[src/rtl/sc_max7219_pkg.sv]
// Shared constants for the MAX7219 serial receiver: register map, frame fields, FSM encoding.
package sc_max7219_pkg;

  // Register addresses carried in frame bits 11:8
  localparam logic [3:0] AddrNoop      = 4'h0;
  localparam logic [3:0] AddrDigit0    = 4'h1;
  localparam logic [3:0] AddrDigit1    = 4'h2;
  localparam logic [3:0] AddrDigit2    = 4'h3;
  localparam logic [3:0] AddrDigit3    = 4'h4;
  localparam logic [3:0] AddrDigit4    = 4'h5;
  localparam logic [3:0] AddrDigit5    = 4'h6;
  localparam logic [3:0] AddrDigit6    = 4'h7;
  localparam logic [3:0] AddrDigit7    = 4'h8;
  localparam logic [3:0] AddrDecode    = 4'h9;
  localparam logic [3:0] AddrIntensity = 4'hA;
  localparam logic [3:0] AddrScanLimit = 4'hB;
  localparam logic [3:0] AddrShutdown  = 4'hC;
  localparam logic [3:0] AddrTest      = 4'hF;

  // Field positions within the 16-bit frame; bits 15:12 are don't-care
  localparam int unsigned AddrMsb = 11;
  localparam int unsigned AddrLsb = 8;
  localparam int unsigned DataMsb = 7;
  localparam int unsigned DataLsb = 0;

  typedef enum logic [1:0] {
    StIdle,
    StShift,
    StLatch
  } state_e;

endpackage

[src/rtl/sc_sync_edge.sv]
// Multi-stage synchronizer with registered rise/fall pulses on the synchronized level.
module sc_sync_edge #(
  parameter int unsigned SYNC_STAGES = 2
) (
  input  logic i_clk,
  input  logic i_rst_n,
  input  logic i_d,
  output logic o_rise,
  output logic o_fall
);

  logic [SYNC_STAGES-1:0] r_sync;
  logic                   r_prev;
  logic                   r_rise;
  logic                   r_fall;

  // Synchronize, keep the previous level, and register one-cycle edge pulses.
  // Reset to 0 so a line held low through reset release does not look like a falling edge.
  always_ff @(posedge i_clk or negedge i_rst_n) begin
    if (!i_rst_n) begin
      r_sync <= '0;
      r_prev <= 1'b0;
      r_rise <= 1'b0;
      r_fall <= 1'b0;
    end else begin
      r_sync <= {r_sync[SYNC_STAGES-2:0], i_d};
      r_prev <= r_sync[SYNC_STAGES-1];
      r_rise <= r_sync[SYNC_STAGES-1] & ~r_prev;
      r_fall <= ~r_sync[SYNC_STAGES-1] & r_prev;
    end
  end

  assign o_rise = r_rise;
  assign o_fall = r_fall;

endmodule

[src/rtl/sc_max7219_rx.sv]
// MAX7219-compatible serial receiver: oversamples DIN/CLK/NCS and decodes frames into
// an 8x8 row buffer plus control registers.
module sc_max7219_rx
  import sc_max7219_pkg::*;
#(
  parameter int unsigned SYNC_STAGES = 2,
  parameter int unsigned FRAME_BITS  = 16
) (
  input  logic       SC_MAX7219RX_CLOCK_50,
  input  logic       SC_MAX7219RX_RESET_InLow,
  input  logic       SC_MAX7219RX_din_In,
  input  logic       SC_MAX7219RX_clk_In,
  input  logic       SC_MAX7219RX_ncs_In,
  input  logic [2:0] SC_MAX7219RX_rdAddr_In,
  output logic [7:0] SC_MAX7219RX_rdData_Out,
  output logic [3:0] SC_MAX7219RX_intensity_Out,
  output logic [2:0] SC_MAX7219RX_scanLimit_Out,
  output logic [7:0] SC_MAX7219RX_decode_Out,
  output logic       SC_MAX7219RX_shutdown_Out,
  output logic       SC_MAX7219RX_test_Out,
  output logic       SC_MAX7219RX_wrStrobe_Out,
  output logic       SC_MAX7219RX_frameDone_Out,
  output logic       SC_MAX7219RX_err_Out
);

  logic w_clk_rise, w_unused_clk_fall, w_ncs_rise, w_ncs_fall;
  logic [SYNC_STAGES-1:0] r_din_sync;
  logic w_din;

  state_e r_state, w_state_next;
  logic   w_clear, w_shift, w_latch;

  logic [15:0] r_sr;
  logic [4:0]  r_count;

  logic [7:0] r_rows [8];
  logic [7:0] r_rd_data, r_decode;
  logic [3:0] r_intensity;
  logic [2:0] r_scan_limit;
  logic       r_shutdown, r_test, r_wr_strobe, r_frame_done, r_err;

  logic       w_frame_ok;
  logic [3:0] w_addr;
  logic [7:0] w_data;
  logic [2:0] w_row_idx;
  logic       w_unused_sr_hi;

  sc_sync_edge #(.SYNC_STAGES(SYNC_STAGES)) u_sync_clk (
    .i_clk  (SC_MAX7219RX_CLOCK_50),
    .i_rst_n(SC_MAX7219RX_RESET_InLow),
    .i_d    (SC_MAX7219RX_clk_In),
    .o_rise (w_clk_rise),
    .o_fall (w_unused_clk_fall)
  );

  sc_sync_edge #(.SYNC_STAGES(SYNC_STAGES)) u_sync_ncs (
    .i_clk  (SC_MAX7219RX_CLOCK_50),
    .i_rst_n(SC_MAX7219RX_RESET_InLow),
    .i_d    (SC_MAX7219RX_ncs_In),
    .o_rise (w_ncs_rise),
    .o_fall (w_ncs_fall)
  );

  // DIN needs only the level synchronizer; it is sampled on the synced CLK rising edge.
  always_ff @(posedge SC_MAX7219RX_CLOCK_50 or negedge SC_MAX7219RX_RESET_InLow) begin
    if (!SC_MAX7219RX_RESET_InLow) r_din_sync <= '0;
    else                           r_din_sync <= {r_din_sync[SYNC_STAGES-2:0], SC_MAX7219RX_din_In};
  end
  assign w_din = r_din_sync[SYNC_STAGES-1];

  // FSM state register.
  always_ff @(posedge SC_MAX7219RX_CLOCK_50 or negedge SC_MAX7219RX_RESET_InLow) begin
    if (!SC_MAX7219RX_RESET_InLow) r_state <= StIdle;
    else                           r_state <= w_state_next;
  end

  // Next state and datapath controls; an NCS rise beats a coincident CLK rise.
  always_comb begin
    w_state_next = r_state;
    w_clear      = 1'b0;
    w_shift      = 1'b0;
    w_latch      = 1'b0;
    unique case (r_state)
      StIdle: begin
        if (w_ncs_fall) begin
          w_state_next = StShift;
          w_clear      = 1'b1;
        end
      end
      StShift: begin
        if (w_ncs_rise)      w_state_next = StLatch;
        else if (w_ncs_fall) w_clear      = 1'b1;
        else if (w_clk_rise) w_shift      = 1'b1;
      end
      StLatch: begin
        w_latch      = 1'b1;
        w_state_next = StIdle;
      end
      default: w_state_next = StIdle;
    endcase
  end

  // Shift register and saturating bit counter.
  always_ff @(posedge SC_MAX7219RX_CLOCK_50 or negedge SC_MAX7219RX_RESET_InLow) begin
    if (!SC_MAX7219RX_RESET_InLow) begin
      r_sr    <= '0;
      r_count <= '0;
    end else if (w_clear) begin
      r_sr    <= '0;
      r_count <= '0;
    end else if (w_shift) begin
      r_sr    <= {r_sr[14:0], w_din};
      r_count <= (r_count == 5'd31) ? r_count : r_count + 5'd1;
    end
  end

  assign w_frame_ok     = (r_count == 5'(FRAME_BITS));
  assign w_addr         = r_sr[AddrMsb:AddrLsb];
  assign w_data         = r_sr[DataMsb:DataLsb];
  assign w_row_idx      = 3'(w_addr - 4'd1);
  assign w_unused_sr_hi = ^r_sr[15:12];

  // Frame decode into rows/control registers; strobes are one-cycle pulses.
  always_ff @(posedge SC_MAX7219RX_CLOCK_50 or negedge SC_MAX7219RX_RESET_InLow) begin
    if (!SC_MAX7219RX_RESET_InLow) begin
      for (int i = 0; i < 8; i++) r_rows[i] <= '0;
      r_decode     <= '0;
      r_intensity  <= '0;
      r_scan_limit <= '0;
      r_shutdown   <= 1'b1;
      r_test       <= 1'b0;
      r_wr_strobe  <= 1'b0;
      r_frame_done <= 1'b0;
      r_err        <= 1'b0;
    end else begin
      r_wr_strobe  <= 1'b0;
      r_frame_done <= 1'b0;
      r_err        <= 1'b0;
      if (w_latch) begin
        if (w_frame_ok) begin
          r_wr_strobe <= 1'b1;
          case (w_addr)
            AddrDigit0, AddrDigit1, AddrDigit2, AddrDigit3,
            AddrDigit4, AddrDigit5, AddrDigit6, AddrDigit7: begin
              r_rows[w_row_idx] <= w_data;
              if (w_addr == AddrDigit7) r_frame_done <= 1'b1;
            end
            AddrDecode:    r_decode     <= w_data;
            AddrIntensity: r_intensity  <= w_data[3:0];
            AddrScanLimit: r_scan_limit <= w_data[2:0];
            AddrShutdown:  r_shutdown   <= ~w_data[0];
            AddrTest:      r_test       <= w_data[0];
            default: ;
          endcase
        end else begin
          r_err <= 1'b1;
        end
      end
    end
  end

  // Registered row read; a same-cycle write shows up one cycle later.
  always_ff @(posedge SC_MAX7219RX_CLOCK_50 or negedge SC_MAX7219RX_RESET_InLow) begin
    if (!SC_MAX7219RX_RESET_InLow) r_rd_data <= '0;
    else                           r_rd_data <= r_rows[SC_MAX7219RX_rdAddr_In];
  end

  assign SC_MAX7219RX_rdData_Out    = r_rd_data;
  assign SC_MAX7219RX_intensity_Out = r_intensity;
  assign SC_MAX7219RX_scanLimit_Out = r_scan_limit;
  assign SC_MAX7219RX_decode_Out    = r_decode;
  assign SC_MAX7219RX_shutdown_Out  = r_shutdown;
  assign SC_MAX7219RX_test_Out      = r_test;
  assign SC_MAX7219RX_wrStrobe_Out  = r_wr_strobe;
  assign SC_MAX7219RX_frameDone_Out = r_frame_done;
  assign SC_MAX7219RX_err_Out       = r_err;

endmodule

[config.mk]
export PLATFORM = sky130hd
export DESIGN_NAME = sc_max7219_rx
export DESIGN_NICKNAME = d
export VERILOG_FILES = /design/src/rtl/sc_max7219_pkg.sv /design/src/rtl/sc_sync_edge.sv /design/src/rtl/sc_max7219_rx.sv
export SDC_FILE = /design/constraint.sdc
export NUM_CORES = 1
export LEC_CHECK = 0
export ABC_AREA = 1
export CORE_MARGIN = 2
export CORE_UTILIZATION = 45
export DETAILED_ROUTE_END_ITERATION = 10
export SYNTH_ARGS = -nofsm -noshare
export SYNTH_HDL_FRONTEND = slang
export SYNTH_SLANG_ARGS = --single-unit
[constraint.sdc]
create_clock -name SC_MAX7219RX_CLOCK_50 -period 3.58 [get_ports SC_MAX7219RX_CLOCK_50]
set_clock_uncertainty 0.15 [all_clocks]
set_input_delay 0.358 -clock SC_MAX7219RX_CLOCK_50 [delete_from_list [all_inputs] [get_ports SC_MAX7219RX_CLOCK_50]]
set_output_delay 0.358 -clock SC_MAX7219RX_CLOCK_50 [all_outputs]
set_load 0.01 [all_outputs]
### Word level (Yosys, flattened, before mapping)

Index checks and enable logic that the tools add are counted.
W data, S select, Z words.

| storage, ports and cells | value |
|---|---|
| flip-flop bits (word level) | 122 |
| input port bits | 8 |
| output and inout bits | 28 |
| word-level logic and storage cells | 104 |

| operators by class | value |
|---|---|
| add/subtract/negate cells | 2 |
| magnitude comparators | 3 |
| equal/unequal tests | 20 |
| mux-type cells | 30 |
| bitwise logic cells | 9 |
| reductions and logical operators | 12 |

Operators by type and width:

| cell | count |
|---|---|
| $bwmux W64 | 1 |
| $bmux W8 S3 | 1 |
| $demux W8 S3 | 1 |
| $eq A4 B4 Y1 const B | 6 |
| $mux W12 | 2 |
| $mux W8 | 3 |
| $reduce_and A3 Y1 | 6 |
| $eq A4 B3 Y1 const B | 4 |
| $mux W1 | 15 |
| $mux W5 | 3 |
| $eq A5 B5 Y1 const B | 2 |
| $eq A4 B2 Y1 const B | 2 |
| $ge A4 B4 Y1 const B | 2 |
| $not A3 Y4 | 2 |
| $reduce_or A8 Y1 | 1 |
| $add A5 B1 Y5 const B | 1 |
| $eq A4 B1 Y1 const B | 1 |
| $lt A4 B1 Y1 const B | 1 |
| $mux W2 | 2 |
| $ne A2 B1 Y1 const B | 2 |
| $not A1 Y1 | 4 |
| $pmux W2 S2 | 1 |
| $reduce_and A2 Y1 | 2 |
| $and A1 B1 Y1 | 3 |
| 8 further kinds | 8 |

### Logic depth before layout (Yosys ltp)

| depth | value |
|---|---|
| depth in word-level cells | 7 |
| depth in mapped cells | 11 |
| mapped depth without buffers | 10 |

### Modules after synthesis

A second synthesis with hierarchy kept.

| unflattened totals | value |
|---|---|
| cell total of the unflattened synthesis | 642 |
| area, all modules | 5,425.2 um^2 |

By module, submodules not included:

| module | instances | cells an instance | area each (um^2) | sequential area each (um^2) |
|---|---|---|---|---|
| sc_max7219_rx | 1 | 624 | 5,144.9 | 2,829.0 |
| sc_sync_edge | 2 | 9 | 140.1 | 125.1 |

### Least setup slack after synthesis

Ideal clock, no wire load.

| timing | value |
|---|---|
| path type | register -> register |
| start point | register r_sr[8] |
| end point | register r_rows[32] in the netlist's numbering |
| setup time | 0.117 ns |
| data arrival time | 1.892 ns |
| data required time | 3.313 ns |
| path slack | 1.421 ns |
| stages on the path, launching flop included | 10 |
| path buffers | 1 |
| clock period less this slack | 2.159 ns |
| path through | dfrtp_1 -> buf_4 -> inv_2 -> ha_1 -> inv_1 -> nand2_1 -> nor2_4 -> nand3_4 -> nand2_1 -> nand2_1 |

| between the ends | value |
|---|---|
| longest elaborated chain between the ends | 7 |
| elaborated cells between the ends (all ways) | 18 |
| classes of those cells | 1 x add/sub; 2 x order compare; 8 x eq/ne; 3 x mux; 1 x bitwise; 3 x reduce/logical |

RTL lines:

| item | line | RTL |
|---|---|---|
| from (decl) | sc_max7219_rx.sv:33 | `logic [15:0] r_sr;` |
| from (signal assigned) | sc_max7219_rx.sv:112 | `r_sr <= {r_sr[14:0], w_din};` |
| $sub A3 B1 Y3 | sc_max7219_rx.sv:120 | `assign w_row_idx = 3'(w_addr - 4'd1);` |
| $not A3 Y4 (not written as such) | sc_max7219_rx.sv:145 | `r_rows[w_row_idx] <= w_data;` |
| $ge A4 B4 Y1 (not written as such) / $lt A4 B1 Y1 (equally long branches) | sc_max7219_rx.sv:145 |  |
| $logic_and A1 B1 Y1 (not written as such) | sc_max7219_rx.sv:145 |  |
| $mux W8 (not written as such) | sc_max7219_rx.sv:145 |  |
| $demux W8 S3 | sc_max7219_rx.sv:145 |  |
| $bwmux W64 | sc_max7219_rx.sv:145 |  |
| to (signal, indexed assignment) | sc_max7219_rx.sv:145 |  |
| to (decl) | sc_max7219_rx.sv:36 | `logic [7:0] r_rows [8];` |

Several ways; a longest one is shown, not always the timed one.
A chain may end at the register's enable or synchronous reset.

### Final worst setup path

| timing | value |
|---|---|
| start point | register r_sr[8] |
| end point | register r_rows[31] in the netlist's numbering |

The elaborated chain is that of the path after synthesis.

==> results.toml <==
[floorplanning]
start_util = 0.462
core_mm2 = 0.0121
pin_count = 36
fp.dieArea_mm2 = 0.0133
fp.dieH_um = 115
rows = 40
die_w_um = 115

[min_path]
holdPathEnd = "r_din_sync[1]$_DFF_PN0_"
min_from = "r_din_sync[0]$_DFF_PN0_"
hold_path_class = "reg2reg"
holdPathStages = 0

[clocking]
clockRootBuffer = "clkbuf_16"
cts_tree = "done"
path_clk_slew_ns = 0.05
ctsHtreeMaxLevel = 4
postCtsSetupBuffers = 0
clk_path_buf_depth = 2
clock_sinks = 122
cts_buffers = 17
insertion_delay_ns = 0.42

[critical_path]
crit_type = "reg2reg"
reg2reg_from = "r_sr[8]$_DFFE_PN0P_"
crit_cells = 7
rr_worst_depth = 7
cp_top_family = "simple AND/OR/NAND/NOR gates"
cp.arrival_ns = 2.79
cp_common_cell = "nand2_1"
crit_buf_inv = 2
cp_cell_sequence = "inv_2 -> ha_1 -> inv_1 -> nor3_4 -> nand3_2 -> nand2_1 -> nand2_1"
cp-start-kind = "register"
cp_slowest_stage_delay_ns = 0.63
cp_slowest_cell = "dfrtp_1"
r2r_slack_ns = 0.94
critPathMaxFanout = 9
r2r-end = "r_rows[31]$_DFFE_PN0P_"
worstPathRequired_ns = 3.73
end_kind = "register"

[timing]
slew_viol_final = 0
rsz0062_at_grt = "false"
final.period_utilization = 0.737
finalWorstPathRequiredPeriod_ns = 2.64
setup_viol_count_final = 0
hold_violations = 0
hold_slack_ns = 0.198
fin_tns_setup_ns = 0
fmax_mhz = 379
tightest_slew_ns = 0.905
max_slew_margin = 0.396

[global_route]
grt_pass1_wl_um = 22100
grt_pass1_vias = 4228
grt_max_degree = 70
grt_usage = 0.222
antenna_found_initial = 0
overflow = 0

[cells_and_area]
fin_area_mm2 = 0.00667
layout.nets = 682
layout_common_cells = "nand2_1 (195), dfrtp_1 (121), nand3_1 (82), nor2_1 (59), o21ai_0 (53)"
area_growth_pct = 19.7
layout_commonest_cell = "nand2_1"
drive_above_1_share = 0.100
antennaDiodeCount = 0

[place]
gp_congestion = 0.846
placed_area_mm2 = 0.00600
dp_hpwl_um = 8690
io_buffers = 35

[detailed_routing]
vias = 4352
routed_wl_um = 13500
drt_iter0_drc = 307
detail_route.first_pass.iterations = 6
postRouteAntennaNets = 0
wl_per_cell_um = 15.9
drt-vias-per-instance = 5.14
drc = 0

[logic_synthesis]
yosysTopAreaCell = "dfrtp_1"
synth_seq_cells = 122
synthAdderAreaFrac = 0.0180
synth_area_per_cell_um2 = 8.76
synth.top_cell.area_share = 0.543
yosys_warnings = 0
synth_flop_cell = "dfrtp_1"
synth_edf_count = 0
yosys.area_share.simple = 0.308
synthTopCellsByArea = "dfrtp_1 (54%), nand2_1 (13%), nand3_1 (7.4%)"
muxShareOfSynthArea = 0
syn_inst = 636
async_reset_ff_frac = 1.00
synthXorXnorAreaFrac = 0.00157
ys_types = 29
netlist_area_mm2 = 0.00557
synth_top_family_by_area = "simple AND/OR/NAND/NOR gates"
syn_nets = 652
synth_compound_area_frac = 0.0725
yosysSeqAreaShare = 0.548

[power_and_ir_drop]
leakage_nw = 3.28
vdd_ir_drop_max_uv = 290
power_density_mw_per_mm2 = 534

[outcome]
outcome = "finished, final reports clean"

[flow_run]
maxCapViolations = 0
## cell families after synthesis
kind of cell,after synthesis
buffers and inverters,60
AO/OA/AOI/OAI,78
flip-flops,122
AND/OR/NAND/NOR,367
XOR/XNOR,1
adder cells (fa/ha/maj),8
## flip-flops by register name (all words and copies together), names as in the netlist, 2 cells and up
signal,cells
SC_MAX7219RX_scanLimit_Out,3
r_state,2
SC_MAX7219RX_intensity_Out,4
SC_MAX7219RX_decode_Out,8
r_rows,64
r_sr,12
u_sync_clk.r_sync,2
r_din_sync,2
SC_MAX7219RX_rdData_Out,8
r_count,5
u_sync_ncs.r_sync,2
## Yosys cell counts (5+ instances only)
master	instances
nor2_1	59
nand2_1	195
dfrtp_1	121
o22ai_1	11
nand3_1	82
inv_1	27
nand3_2	10
ha_1	8
o21ai_1	13
buf_6	8
nor2_4	5
o21ai_0	53
clkbuf_1	18
## layout make-up
cell class	instances	area (um^2)
fillers	1107	5390
flip-flops and latches	122	3050
multi-input cells	454	2230
clock buffers	19	433
repair buffers	41	408
clock inverters	13	224
well taps	168	210
inverters	30	113
## where the power goes
group / internal [mW] / total (mW) / leakage, nW / switching (mW)
Combinational: 0.0654 / 0.191 / 1.29 / 0.125
Sequential: 1.42 / 1.47 / 1.67 / 0.0521
Clock: 1.30 / 1.90 / 0.317 / 0.603
## stage by stage
stage,power (mW),std cells,worst slack (ns),util
final,3.56,847,0.940,0.553
after global routing,3.69,847,0.751,0.553
after CTS,3.60,847,0.924,0.553
after detailed placement,1.68,814,0.940,0.498
after global placement,1.68,814,1.06,0.498
after floorplan,1.58,636,1.42,-
## how the worst max path moves through the flow
stage	start	endpoint	slack, ns
after floorplan	r_sr[8]$_DFFE_PN0P_	r_rows[32]$_DFFE_PN0P_	1.42
after global placement	r_sr[8]$_DFFE_PN0P_	r_rows[23]$_DFFE_PN0P_	1.06
after detailed placement	r_sr[8]$_DFFE_PN0P_	r_rows[31]$_DFFE_PN0P_	0.94
after CTS	r_sr[8]$_DFFE_PN0P_	r_rows[31]$_DFFE_PN0P_	0.92
after global routing	r_sr[8]$_DFFE_PN0P_	r_rows[23]$_DFFE_PN0P_	0.75
final	r_sr[8]$_DFFE_PN0P_	r_rows[31]$_DFFE_PN0P_	0.94
## layer usage
layer | GRT usage | vias to the layer above | part of all wire
met5 | 0 | - | 0
met4 | 0.0924 | 0 | 0.022
met2 | 0.345 | 135 | 0.48
li1 | - | 2134 | -
met3 | 0.0659 | 18 | 0.059
met1 | 0.292 | 2065 | 0.44
## timing repair
| item | in CTS | in global routing |
|---|---|---|
| resized for setup | 0 | 0 |
| hold buffers | 1 | 0 |
| endpoints found under the hold margin | 39 | 0 |
Power figures use the tool's default switching activity.
